$ cat config.mk
export PLATFORM = sky130hd
export DESIGN_NAME = matrix_frame_scheduler
export DESIGN_NICKNAME = d
export VERILOG_FILES = /design/src/rtl/matrix_frame_scheduler.sv
export SDC_FILE = /design/constraint.sdc
export NUM_CORES = 1
export LEC_CHECK = 0
export ABC_AREA = 1
export BUFFER_PORTS_ARGS = -buffer_cell sky130_fd_sc_hd__buf_2
export CAP_MARGIN = 20
export CORE_MARGIN = 2
export CORE_UTILIZATION = 35
export CTS_CLUSTER_DIAMETER = 120
export DETAILED_ROUTE_END_ITERATION = 8
export PLACE_DENSITY = 0.65
export SLEW_MARGIN = 10
export SYNTH_ARGS = -nofsm -noshare
export SYNTH_HDL_FRONTEND = slang
export SYNTH_SLANG_ARGS = --single-unit
$ cat constraint.sdc
create_clock -name clk -period 1.91 [get_ports clk]
set_input_delay 0.2865 -clock clk [delete_from_list [all_inputs] [get_ports clk]]
set_output_delay 0.2865 -clock clk [all_outputs]
set_load 0.1 [all_outputs]
$ cat src/rtl/matrix_frame_scheduler.sv
// Glyph frame scheduler for the 8x8 LED matrix: loads font ROM glyphs and streams 64 pixel bits per frame.
// Optional feature: define MATRIX_SERPENTINE_EN for zig-zag strip order (even rows reversed).
module matrix_frame_scheduler #(
    parameter int unsigned NUM_GLYPHS   = 26,
    parameter int unsigned DWELL_FRAMES = 16,
    parameter int unsigned FRAME_GAP    = 64
) (
    input  logic        clk,
    input  logic        rst_n,
    input  logic        enable,
    output logic [4:0]  font_idx,
    input  logic [63:0] font_bits,
    output logic        pix_valid,
    input  logic        pix_ready,
    output logic        pix_on,
    output logic        pix_first,
    output logic        pix_last,
    output logic [15:0] frame_count,
    output logic        busy
);
    localparam int unsigned IDX_W = 5;
    localparam int unsigned CNT_W = 16;
    localparam int unsigned POS_W = 6;
    localparam int unsigned PIX_N = 64;

    localparam logic [IDX_W-1:0] IDX_LAST   = IDX_W'(NUM_GLYPHS - 1);
    localparam logic [CNT_W-1:0] DWELL_LAST = CNT_W'(DWELL_FRAMES - 1);
    localparam logic [CNT_W-1:0] GAP_LAST   = CNT_W'(FRAME_GAP - 1);
    localparam logic [POS_W-1:0] POS_LAST   = POS_W'(PIX_N - 1);

    typedef enum logic [1:0] {
        S_IDLE   = 2'd0,
        S_LOAD   = 2'd1,
        S_STREAM = 2'd2,
        S_GAP    = 2'd3
    } state_t;

    state_t             r_state,       w_state_nxt;
    logic [PIX_N-1:0]   r_frame,       w_frame_nxt;
    logic [POS_W-1:0]   r_p,           w_p_nxt;
    logic [CNT_W-1:0]   r_gap,         w_gap_nxt;
    logic [CNT_W-1:0]   r_dwell,       w_dwell_nxt;
    logic               r_adv,         w_adv_nxt;
    logic [IDX_W-1:0]   r_font_idx,    w_font_idx_nxt;
    logic [CNT_W-1:0]   r_frame_count, w_frame_count_nxt;
    logic               r_pix_valid,   w_pix_valid_nxt;
    logic               r_pix_on,      w_pix_on_nxt;
    logic               r_pix_first,   w_pix_first_nxt;
    logic               r_pix_last,    w_pix_last_nxt;
    logic               r_busy,        w_busy_nxt;
    logic [POS_W-1:0]   w_k;

    // Next-state, sequencing and next-output logic; outputs are registered from these values.
    always_comb begin
        w_state_nxt       = r_state;
        w_frame_nxt       = r_frame;
        w_p_nxt           = r_p;
        w_gap_nxt         = r_gap;
        w_dwell_nxt       = r_dwell;
        w_adv_nxt         = r_adv;
        w_font_idx_nxt    = r_font_idx;
        w_frame_count_nxt = r_frame_count;

        case (r_state)
            S_IDLE: begin
                if (enable) w_state_nxt = S_LOAD;
            end
            S_LOAD: begin
                w_frame_nxt = font_bits;
                w_p_nxt     = '0;
                w_state_nxt = S_STREAM;
            end
            S_STREAM: begin
                if (pix_ready) begin
                    w_p_nxt = r_p + POS_W'(1);
                    if (r_p == POS_LAST) begin
                        w_state_nxt       = S_GAP;
                        w_gap_nxt         = '0;
                        w_frame_count_nxt = r_frame_count + CNT_W'(1);
                        if (r_dwell == DWELL_LAST) begin
                            w_dwell_nxt = '0;
                            w_adv_nxt   = 1'b1;
                        end else begin
                            w_dwell_nxt = r_dwell + CNT_W'(1);
                        end
                    end
                end
            end
            S_GAP: begin
                if (r_gap == GAP_LAST) begin
                    // Glyph advance is deferred to here so the ROM settles a cycle before LOAD.
                    if (r_adv) begin
                        w_font_idx_nxt = (r_font_idx == IDX_LAST) ? '0 : r_font_idx + IDX_W'(1);
                        w_adv_nxt      = 1'b0;
                    end
                    w_state_nxt = enable ? S_LOAD : S_IDLE;
                end else begin
                    w_gap_nxt = r_gap + CNT_W'(1);
                end
            end
            default: w_state_nxt = S_IDLE;
        endcase

`ifdef MATRIX_SERPENTINE_EN
        w_k = w_p_nxt[3] ? w_p_nxt : {w_p_nxt[5:3], ~w_p_nxt[2:0]};
`else
        w_k = w_p_nxt;
`endif
        w_pix_valid_nxt = (w_state_nxt == S_STREAM);
        w_pix_on_nxt    = w_pix_valid_nxt && w_frame_nxt[POS_LAST - w_k];
        w_pix_first_nxt = w_pix_valid_nxt && (w_p_nxt == '0);
        w_pix_last_nxt  = w_pix_valid_nxt && (w_p_nxt == POS_LAST);
        w_busy_nxt      = (w_state_nxt != S_IDLE);
    end

    // State and output registers.
    always_ff @(posedge clk or negedge rst_n) begin
        if (!rst_n) begin
            r_state       <= S_IDLE;
            r_frame       <= '0;
            r_p           <= '0;
            r_gap         <= '0;
            r_dwell       <= '0;
            r_adv         <= 1'b0;
            r_font_idx    <= '0;
            r_frame_count <= '0;
            r_pix_valid   <= 1'b0;
            r_pix_on      <= 1'b0;
            r_pix_first   <= 1'b0;
            r_pix_last    <= 1'b0;
            r_busy        <= 1'b0;
        end else begin
            r_state       <= w_state_nxt;
            r_frame       <= w_frame_nxt;
            r_p           <= w_p_nxt;
            r_gap         <= w_gap_nxt;
            r_dwell       <= w_dwell_nxt;
            r_adv         <= w_adv_nxt;
            r_font_idx    <= w_font_idx_nxt;
            r_frame_count <= w_frame_count_nxt;
            r_pix_valid   <= w_pix_valid_nxt;
            r_pix_on      <= w_pix_on_nxt;
            r_pix_first   <= w_pix_first_nxt;
            r_pix_last    <= w_pix_last_nxt;
            r_busy        <= w_busy_nxt;
        end
    end

    assign font_idx    = r_font_idx;
    assign pix_valid   = r_pix_valid;
    assign pix_on      = r_pix_on;
    assign pix_first   = r_pix_first;
    assign pix_last    = r_pix_last;
    assign frame_count = r_frame_count;
    assign busy        = r_busy;

endmodule

Word-level counts from Yosys, hierarchy flattened
Cells that the tools add are included.
- reductions and logical operators: 11
- div/mod/pow operators: 0
- equality and inequality tests: 14
- muxes and demuxes: 22
- shift operators: 0
- add/subtract/negate cells: 6
- order comparisons: 1
- bitwise gates (word level): 0
- $mul: 0
- operator list (kind ; count):
    two-way mux 16 bit ; 4
    two-way mux 64 bit ; 1
    adder 16 x 1 -> 16 bit, second input constant ; 3
    case mux 16 bit (2 select lines) ; 1
    == test 16 x 4 -> 1 bit, second input constant ; 1
    == test 16 x 6 -> 1 bit, second input constant ; 1
    == test 6 bit, second input constant ; 2
    case mux 6 bit (2 select lines) ; 1
    != test 2 bit, second input constant ; 5
    two-way mux 2 bit ; 4
    case mux 2 bit (4 select lines) ; 1
    less-than comparator 6 x 7 -> 1 bit, second input constant ; 1
    adder 6 x 1 -> 6 bit, second input constant ; 1
    binary-select mux 1 bit (select 6 bit) ; 1
    == test 2 bit, second input constant ; 3
    logical NOT 6 bit ; 1
    two-way mux 1 bit ; 6
    two-way mux 6 bit ; 1
    AND reduction 3 bit ; 2
    subtractor 6 bit, first input constant ; 1
    adder 5 x 1 -> 5 bit, second input constant ; 1
    == test 5 bit, second input constant ; 1
    two-way mux 5 bit ; 1
    AND reduction 5 bit ; 1
    other kinds (6) ; 9
- bits in read-only memories: 0
- output and inout port bits: 26
- register bits after elaboration: 131
- word-level logic and storage cells: 67
- input port bits: 68
- bits in latches: 0
- memories: 0
- RAM bits: 0

Longest topological paths before layout
- word-level depth: 7
- depth in mapped cells: 15

Worst setup path after synthesis
OpenSTA, ideal clock, no wires.
- path type: register -> register
- start point: register r_frame_count[1] (netlist: frame_count[1])
- end point: register r_frame_count[10] (netlist: frame_count[10])
- data arrival time: 2.091 ns
- stages on the path, launching flop included: 10
- setup time: 0.123 ns
- buffers on the path: 0
- period minus slack after synthesis: 2.213 ns
- path slack: -0.303 ns
- cell sequence: dfrtp_1 > ha_1 > inv_1 > nor2_2 > nand3_1 > or2_4 > nor2_4 > nand2_1 > nand2_1 > nand2_1
- word-level cells in the longest chain between the ends: 1
- RTL lines (element ; line ; source):
    from (decl) ; 45 ; logic [CNT_W-1:0] r_frame_count, w_frame_count_nxt;
    from (signal assigned) ; 140 ; r_frame_count <= w_frame_count_nxt;
    adder 16 x 1 -> 16 bit ; 79 ; w_frame_count_nxt = r_frame_count + CNT_W'(1);
Every way passes these cells.
A chain may end at the register's enable or synchronous reset.

Worst setup path after layout
- start point: register r_state[1]
- end point: register r_pix_on (netlist: pix_on)
- word-level cells in the longest chain between the ends: 6
- elaborated cells between the ends (all ways): 16
- RTL lines (element ; line ; source):
    from (decl) ; 38 ; state_t r_state, w_state_nxt;
    from (signal assigned) ; 133 ; r_state <= w_state_nxt;
    == test 2 bit / == test 2 x 1 -> 1 bit (equally long branches) ; 64 ; case (r_state)
    case mux 6 bit (2 select lines) ; 64 ;
    subtractor 6 bit ; 110 ; w_pix_on_nxt = w_pix_valid_nxt && w_frame_nxt[POS_LAST - w_k];
    binary-select mux 1 bit (select 6 bit) ; 110 ;
    two-way mux 1 bit (implied by the code) ; 110 ;
    logical AND 1 bit (*) ; 110 ;
    net w_pix_on_nxt ; 47 ; logic r_pix_on, w_pix_on_nxt;
    to (signal assigned) ; 142 ; r_pix_on <= w_pix_on_nxt;
    to (decl) ; 47 ;
Mark *: on every way through the listed nets, which the timed path passes. The rest lies on a longest branch. The select of a mux whose other input is x is not followed.

==> flow_metrics.tcl <==
set metrics [dict create \
    critPathMaxFanout 6 \
    rsz0062_at_grt "yes" \
    setup_viol 2 \
    coreArea_um2 18710 \
    drive_gt1_share_pct 28.15 \
    critPathCaptureType "flip-flop" \
    antenna_found_initial 0 \
    critPathKind "reg2reg" \
    via_per_inst 4.904 \
    clock_skew_ps 14.91 \
    hold_class "in2reg" \
    ys_seq_area_share_pct 48.99 \
    ios 94 \
    max_cap_violations 0 \
    postSynthCellCount 859 \
    hpwl_mm 12.77 \
    dieHeight_um 142.3 \
    fillerInstances 1780 \
    yosysUniqueCellTypes 40 \
    post_dp_cell_area_um2 8033 \
    chipWidth_um 142.3 \
    p_switching_mw 5.546 \
    clkLatencyLatePin_ps 430 \
    status "finished with violations" \
    max_slew_margin_pct 67.43 \
    htreeDepth 4 \
    finalCritPeriodShare_pct 107.6 \
    drtIter0Drc 428 \
    fmax_mhz 486.5 \
    p_int_mw 8.190 \
    gp_congestion 0.8819 \
    grt_max_degree 56 \
    drt-total-wl_mm 18.02 \
    design_area_um2 9072 \
    synth-edff-count 0 \
    pwr-share-comb_pct 47.1 \
    p_sw_share_pct 40.38 \
    design_power_total_mw 13.74 \
    fin_crit_ps 2056 \
    cts_tree "built" \
    critPathRequiredTime_ps 2220 \
    timing.final.ws_setup_ps -145.5 \
    finalNetCount 1113 \
    grt-ovfl-total 0 \
    cts_inserted_buffers 17 \
    ys_warn_count 0 \
    maxSlewViolCount 0 \
    syn_to_final_growth_pct 35.58 \
    start_util_pct 35.77 \
    ir_drop_mv 1.050 \
    post-place-ws_ps -130.7 \
    cts_num_sinks 131 \
    grt_first_pass_wirelength_mm 28.38 \
    synth_nets 937 \
    clk_path_buf_depth 2 \
    power.density_nw_per_um2 1514 \
    syn_area_per_cell_um2 7.790 \
    antenna_cells 0 \
    clkSlewWorstSetupHoldPaths_ps 70 \
    cp.arrival_ps 2370 \
    dr.pass1.iters 5 \
    leakage_nw 4.615 \
    drc_errors 0 \
    fin_util_pct 48.50 \
    die_area_um2 20240 \
    async_flop_share_pct 100.0 \
    cts-root-buf "clkbuf_16" \
    tightest_slew_ps 491.9 \
    grt_pass1_vias 5845 \
    drtAntennaViolNets 0 \
    clockPowerShare_pct 25.3 \
    netlist_area_um2 6691 \
    groute.usage.overall_pct 17.70 \
    final_cells 1282 \
    finalHoldViolCount 0 \
    fin_hold_ws_ps 97.10 \
    start_kind "flip-flop" \
    placed_cells 1236 \
    synth-seq-cells 131 \
    std_cell_rows 50 \
    vias 6287 \
    ys.flop_type "dfrtp_1" \
    power.share.sequential_pct 27.5 \
    io_buffers 93 \
    wl_per_cell_um 14.05 \
    violations "negative setup slack" \
    fin_setup_tns_ps -175.4 \
]
## cell type report
| type | count | area [um2] | share of cell area, % |
|---|---|---|---|
| inverter | 63 | 256.5 | 2.827 |
| tap | 234 | 292.8 | 3.227 |
| clock buffer | 18 | 439.2 | 4.841 |
| timing repair buffer | 184 | 1329 | 14.65 |
| clock inverter | 14 | 188.9 | 2.082 |
| multi-input combinational | 638 | 3278 | 36.13 |
| sequential | 131 | 3288 | 36.24 |
## worst max-delay path: stages, from the launching register on
cell	delay, ps
dfrtp_1	380
inv_2	70
ha_4	320
nand3_4	120
nand3_4	180
inv_6	70
clkbuf_16	160
nand2_1	60
nand3_1	120
nand3_2	90
nand3_2	60
nand3_1	80
nand2_1	50
nor2_1	130
nor2_2	60
## power groups by stage
stage               Clock [mW]  Sequential (mW)  Combinational [mW]
finish                    3.48             3.78                6.47
floorplan                    0             3.97                3.44
global route              3.68             3.86                7.15
global placement             0             3.81                5.45
CTS                       3.56             3.78                5.63
detailed placement           0             3.83                5.51
## cell families after synthesis
group	Yosys count	synth area share, %
AND/OR/NAND/NOR	551	35.98
adder cells (fa/ha/maj)	10	1.870
AO/OA/AOI/OAI	50	4.413
flip-flops	131	48.99
XOR/XNOR	27	3.534
buffers and inverters	90	5.217
## per-layer routing
| metal | vias to the layer above | GRT usage, % | routed length [um] |
|---|---|---|---|
| met5 | - | 0 | 0 |
| met4 | 0 | 5.579 | 368 |
| met3 | 26 | 4.441 | 877 |
| met2 | 177 | 29.49 | 8799 |
| met1 | 2939 | 22.66 | 7972 |
| li1 | 3145 | - | - |
## cell usage after synthesis (all sizes together) (3+ instances only)
library cell	instances	area share [%]
inv	62	3.5
a21oi	17	1.3
ha	10	1.9
o21ai	17	1.3
buf	12	0.84
nand2	341	19
clkbuf	15	0.84
nor3	28	2.5
nor4	6	0.56
xnor2	11	1.4
or2	3	0.32
nand3b	3	0.34
xor2	16	2.1
dfrtp	131	49
nor2	50	3.2
o31ai	8	0.90
nand4	23	2.2
nand3	94	7.2
## flip-flops by register name, summed over array words and instances (netlist names), 2 cells and up
name / cells
r_p: 6
r_dwell: 16
r_state: 2
frame_count: 16
font_idx: 5
r_gap: 16
r_frame: 64
## placed cells by master, fill, tap and decap left out, types with 3 or more instances in the layout
cell	instances
a21oi_1	16
buf_12	8
buf_2	92
buf_4	74
buf_6	6
bufinv_16	3
clkbuf_16	20
dfrtp_1	123
dfrtp_2	8
ha_1	4
ha_2	4
inv_1	52
inv_2	5
inv_6	11
nand2_1	333
nand2_2	4
nand2_4	4
nand3_1	81
nand3_2	11
nand3b_1	3
nand4_1	22
nor2_1	33
nor2_2	14
nor2_4	3
nor3_1	20
nor3_2	6
nor4_1	6
o21ai_0	12
o21ai_1	3
o31ai_1	6
xnor2_1	11
xor2_1	16
## worst paths after layout
path	cells after the start	endpoint	slack, ps	startpoint
setup / recovery	14	pix_on	-150	r_state[1]
hold / removal	3	r_frame[63]	100	font_bits[63]
setup reg to reg	14	pix_on	-150	r_state[1]
hold reg to reg	2	r_frame[32]	470	r_frame[32]
max in group asynchronous	3	frame_count[0]	990	rst_n
min in group asynchronous	2	r_frame[14]	310	rst_n
## repair_timing
action | in CTS | in global routing
hold endpoints to repair | 17 | 0
resized for setup | 10 | 57
setup endpoints to repair | 4 | 22
pin swaps | 0 | 16
hold buffers | 1 | 0
cloned | 0 | 6
setup buffers | 1 | 6
No activity file was read; power rests on OpenSTA's default activity.
